**src/rtl/rom_arbiter.sv**
```systemverilog
// -----------------------------------------------------------------------------
// rom_arbiter
//
// Purpose:
//   Two requesters share one synchronous ROM. Each requester asks for a burst
//   of L = len+1 consecutive words starting at a given address. The arbiter
//   accepts one burst at a time and drives the ROM address one word per
//   cycle. Ties go to the requester that was not served last. Returned
//   data is tagged with a per-requester valid strobe.
//
// Ports:
//   clk              system clock, all state updates on its rising edge
//   rst              synchronous, active-high reset
//   req0/req1        burst request, held high until the matching gnt is seen
//   addr0/addr1      burst start address (sampled only at acceptance)
//   len0/len1        burst length minus one (sampled only at acceptance)
//   gnt0/gnt1        one-cycle pulse, burst accepted
//   vld0/vld1        rd_data belongs to this requester in the current cycle
//   rom_addr         registered ROM address
//   rom_data         ROM output, valid one cycle after rom_addr
//   rd_data          shared read data (straight copy of rom_data)
//   busy             high whenever a burst is in progress (state != IDLE)
// -----------------------------------------------------------------------------
module rom_arbiter #(
  parameter int AW = 5,
  parameter int DW = 8,
  parameter int LW = 4
) (
  input  logic          clk,
  input  logic          rst,
  input  logic          req0,
  input  logic [AW-1:0] addr0,
  input  logic [LW-1:0] len0,
  output logic          gnt0,
  output logic          vld0,
  input  logic          req1,
  input  logic [AW-1:0] addr1,
  input  logic [LW-1:0] len1,
  output logic          gnt1,
  output logic          vld1,
  output logic [AW-1:0] rom_addr,
  input  logic [DW-1:0] rom_data,
  output logic [DW-1:0] rd_data,
  output logic          busy
);

  typedef enum logic [1:0] {
    IDLE  = 2'd0,
    READ  = 2'd1,
    DRAIN = 2'd2
  } state_t;

  state_t        state_q, state_d;
  logic [AW-1:0] rom_addr_q, rom_addr_d;
  logic [LW-1:0] count_q, count_d;
  // Last-served requester; while a burst runs it also names the owner.
  logic          last_q, last_d;
  logic          gnt0_q, gnt0_d;
  logic          gnt1_q, gnt1_d;
  logic          vld0_q, vld0_d;
  logic          vld1_q, vld1_d;
  logic          sel;

  always_comb begin
    // Requester picked if an acceptance happens this cycle: on a tie the
    // one not served last wins, otherwise whichever is asking.
    sel        = (req0 && req1) ? ~last_q : req1;

    state_d    = state_q;
    rom_addr_d = rom_addr_q;
    count_d    = count_q;
    last_d     = last_q;
    gnt0_d     = 1'b0;
    gnt1_d     = 1'b0;
    vld0_d     = 1'b0;
    vld1_d     = 1'b0;

    case (state_q)
      IDLE: begin
        if (req0 || req1) begin
          rom_addr_d = sel ? addr1 : addr0;
          count_d    = sel ? len1 : len0;
          last_d     = sel;
          gnt0_d     = ~sel;
          gnt1_d     = sel;
          state_d    = READ;
        end
      end

      READ: begin
        // An address is on the ROM this cycle, so its word comes back next
        // cycle: the valid strobe is simply READ delayed by one.
        vld0_d = ~last_q;
        vld1_d = last_q;
        if (count_q != '0) begin
          rom_addr_d = rom_addr_q + AW'(1);  // wraps modulo 2^AW
          count_d    = count_q - LW'(1);
        end else begin
          state_d = DRAIN;
        end
      end

      DRAIN: begin
        // Last data word is returned in this cycle.
        state_d = IDLE;
      end

      default: begin
        state_d = IDLE;
      end
    endcase
  end

  // ---- register stage: FSM state, address counter and strobes ----
  always_ff @(posedge clk) begin
    if (rst) begin
      state_q    <= IDLE;
      rom_addr_q <= '0;
      count_q    <= '0;
      last_q     <= 1'b1;
      gnt0_q     <= 1'b0;
      gnt1_q     <= 1'b0;
      vld0_q     <= 1'b0;
      vld1_q     <= 1'b0;
    end else begin
      state_q    <= state_d;
      rom_addr_q <= rom_addr_d;
      count_q    <= count_d;
      last_q     <= last_d;
      gnt0_q     <= gnt0_d;
      gnt1_q     <= gnt1_d;
      vld0_q     <= vld0_d;
      vld1_q     <= vld1_d;
    end
  end

  assign gnt0     = gnt0_q;
  assign gnt1     = gnt1_q;
  assign vld0     = vld0_q;
  assign vld1     = vld1_q;
  assign rom_addr = rom_addr_q;
  assign rd_data  = rom_data;
  assign busy     = (state_q != IDLE);

endmodule
```
**config.mk**
```make
export PLATFORM = sky130hd
export DESIGN_NAME = rom_arbiter
export DESIGN_NICKNAME = d
export VERILOG_FILES = /design/src/rtl/rom_arbiter.sv
export SDC_FILE = /design/constraint.sdc
export NUM_CORES = 1
export LEC_CHECK = 0
export CORE_MARGIN = 3
export CORE_UTILIZATION = 30
export CTS_CLUSTER_SIZE = 10
export DETAILED_ROUTE_END_ITERATION = 8
export SYNTH_ARGS = -nofsm -noshare
export SYNTH_HDL_FRONTEND = slang
export SYNTH_SLANG_ARGS = --single-unit
export TNS_END_PERCENT = 50
```
**constraint.sdc**
```tcl
create_clock -name clk -period 1.8 [get_ports clk]
set_clock_uncertainty 0.1 [all_clocks]
set_input_delay 0.36 -clock clk [delete_from_list [all_inputs] [get_ports clk]]
set_output_delay 0.36 -clock clk [all_outputs]
set_load 0.03 [all_outputs]
```
==> impl_metrics.tcl <==
set metrics [dict create \
    finalSetupTns_ps 0 \
    cts-root-buf "clkbuf_4" \
    async_flop_share_pct 0 \
    grt_start_max_net_pins 16 \
    critPathSlowestCell "dfxtp_2" \
    finalMaxSlewViolations 0 \
    rsz0062_at_grt "true" \
    dp.cells 187 \
    synth.area.top_cells "dfxtp_1 32%, buf_4 7.6%, nor3_1 4.0%, a21oi_1 3.5%, nand2_1 3.4%" \
    r2r_start "count_q[1]$_SDFFE_PP0P_" \
    yosysTopAreaCellShare_pct 32.4 \
    critPathKind "flop to flop" \
    drcViolationCount 0 \
    critPathMaxFanout 6 \
    power_density_nw_per_um2 1050 \
    clk_pin_slew_worst_paths_ps 100 \
    synth_edf_count 0 \
    nets 181 \
    worst_pin_slew_ps 467 \
    syn_nets 144 \
    firstDrtPassIters 4 \
    n_antenna_cell 0 \
    status "finished, final reports clean" \
    gp_congestion 0.906 \
    worst-path-buf-inv 2 \
    drive_gt1_share_pct 29.1 \
    fp-row-count 20 \
    synth_common_cells "16 x dfxtp_1, 10 x buf_4, 9 x nand2_1, 8 x nor2_1, 8 x nor3_1" \
    syn_inst 112 \
    wl_per_cell_um 13.8 \
    cp.depth 7 \
    max_stage_delay_ps 350 \
    crit_required_ps 1880 \
    avgViaCountPerCell 5.11 \
    fmax_ghz 0.566 \
    ys.flop_type "dfxtp_1" \
    cp_top_family "compound AO/OA/AOI/OAI gates" \
    hold_path_class "flop to flop" \
    place_area_um2 1370 \
    first_iter_violations 51 \
    ys_seq_elements 16 \
    synth_top_cell_by_area "dfxtp_1" \
    syn_area_per_cell_um2 8.84 \
    chipHeight_um 63.4 \
    clock_latency_ps 290 \
    ir_drop_mv 0.455 \
    cts_max_level 1 \
    hold_viol 0 \
    p_leak_nw 0.592 \
    finalSetupViolCount 0 \
    io_buffers 31 \
    crit_chain "inv_1 -> ha_2 -> nor3b_2 -> buf_4 -> o22ai_4 -> o21ai_1 -> a32o_2" \
    cts_inserted_buffers 3 \
    place_ws_ps -171 \
    syn_area_um2 990 \
    grt_pass1_vias 945 \
    worstRegToRegCells 7 \
    coreArea_um2 3100 \
    r2r_end "rom_addr[2]$_SDFFE_PP0P_" \
    setup_ws_ps 32.5 \
    drtAntennaViolNets 0 \
    vias 981 \
    hold_end "vld0$_SDFF_PP0_" \
    cts_num_sinks 16 \
    seq_area_frac_synth_pct 32.4 \
    ios 48 \
    area_growth_pct 44.8 \
    die_w_um 63.4 \
    finalInstanceArea_um2 1430 \
    period_share_pct 98.2 \
    antenna_found_initial 0 \
    slew_headroom_pct 68.9 \
    fillers 345 \
    start_util_pct 31.9 \
    grt_pass1_wl_um 4290 \
    yosysWarnings 0 \
    period_needed_ps 1770 \
    yosysUniqueCellTypes 44 \
    hold_depth 1 \
    grt_util_all_layers_pct 13.3 \
    fin_util_pct 46.2 \
    die-area_um2 4020 \
    grt_remaining_overflow 0 \
    crit_arrival_ps 1850 \
    fin_cells 192 \
    synth_most_common_cell "dfxtp_1" \
    r2r_slack_ps 30 \
    end_kind "flop" \
    cp-start-kind "flop" \
    cts_hold_buf 0 \
    min_from "last_q$_SDFFE_PP1P_" \
    hpwl_um 1960 \
    cts_tree "built" \
    drv_cap 0 \
    totalWireLength_um 2660 \
    cts_buffer_depth 2 \
]
sequential cells by signal (all words and copies together), names as in the netlist:
name and flops:
gnt1 1, vld0 1, gnt0 1, rom_addr 5, last_q 1, vld1 1
count_q 4, state_q 2
cell type report:
cell class	instances	area [um2]	share of cell area, %
repair buffers	45	423	29.5
clock buffers	4	36.3	2.53
inverters	5	18.8	1.31
multi-input cells	78	577	40.3
flip-flops and latches	16	323	22.5
well taps	44	55.1	3.84
power by group:
part           leakage, nW  switching [W]  internal, W  total [W]
clock network       0.0210       0.000119     0.000123   0.000242
logic                0.438       0.000396     0.000360   0.000756
registers            0.133      0.0000744     0.000426   0.000501
how the worst max path moves through the flow:
stage	from	endpoint	slack (ps)
global placement	req1	count_q[2]$_SDFFE_PP0P_	-160
CTS	count_q[0]$_SDFFE_PP0P_	count_q[0]$_SDFFE_PP0P_	-5
floorplan	rom_addr[0]$_SDFFE_PP0P_	rom_addr[4]$_SDFFE_PP0P_	180
global route	count_q[1]$_SDFFE_PP0P_	rom_addr[2]$_SDFFE_PP0P_	-30
finish	count_q[1]$_SDFFE_PP0P_	rom_addr[2]$_SDFFE_PP0P_	30
detailed placement	req1	count_q[3]$_SDFFE_PP0P_	-170
through the flow:
step                      hold WS, ps  total power [W]
after CTS                         424          0.00146
after floorplan                   344         0.000985
after global placement            396          0.00122
after global routing              451          0.00159
after detailed placement          411          0.00123
final                             421          0.00150
placed cells by master (no fill, tap or decap), drive strengths merged, types with 2 or more instances in the layout:
cell type      netlist  routed
clkdlybuf4s50        0      25
mux2                 2       2
a21oi                7       7
a21boi               2       2
nor2                 9       9
nand3                5       5
ha                   2       2
inv                  5       5
dfxtp               16      16
a221oi               2       2
nor3                 8       8
o21ai                2       2
dlygate4sd2          0       5
buf                 13      15
mux2i                2       2
and3                 5       5
or2                  2       2
a31oi                2       2
nand2                9       9
clkbuf               0       4
cell families after synthesis:
family,share of synthesized area (%)
AO/OA/AOI/OAI,25.3
adder cells (fa/ha/maj),2.53
buffers and inverters,11.6
flip-flops,32.4
multiplexers,4.30
AND/OR/NAND/NOR,23.9
metal layers:
metal	share of wire [%]	wire (um)	track usage, %
met1	42	1130	15.9
met4	1.0	27	3.50
met3	3.9	103	3.39
met2	53	1400	23.3
met5	0	0	0
repair_timing:
item                                   CTS  global route
pin swaps                                0             1
endpoints found under the hold margin    0             0
buffers inserted                         0             1
setup endpoints to repair                6             8
gates resized for setup                  5             9
Note: power is estimated with default switching activity, not from simulation.
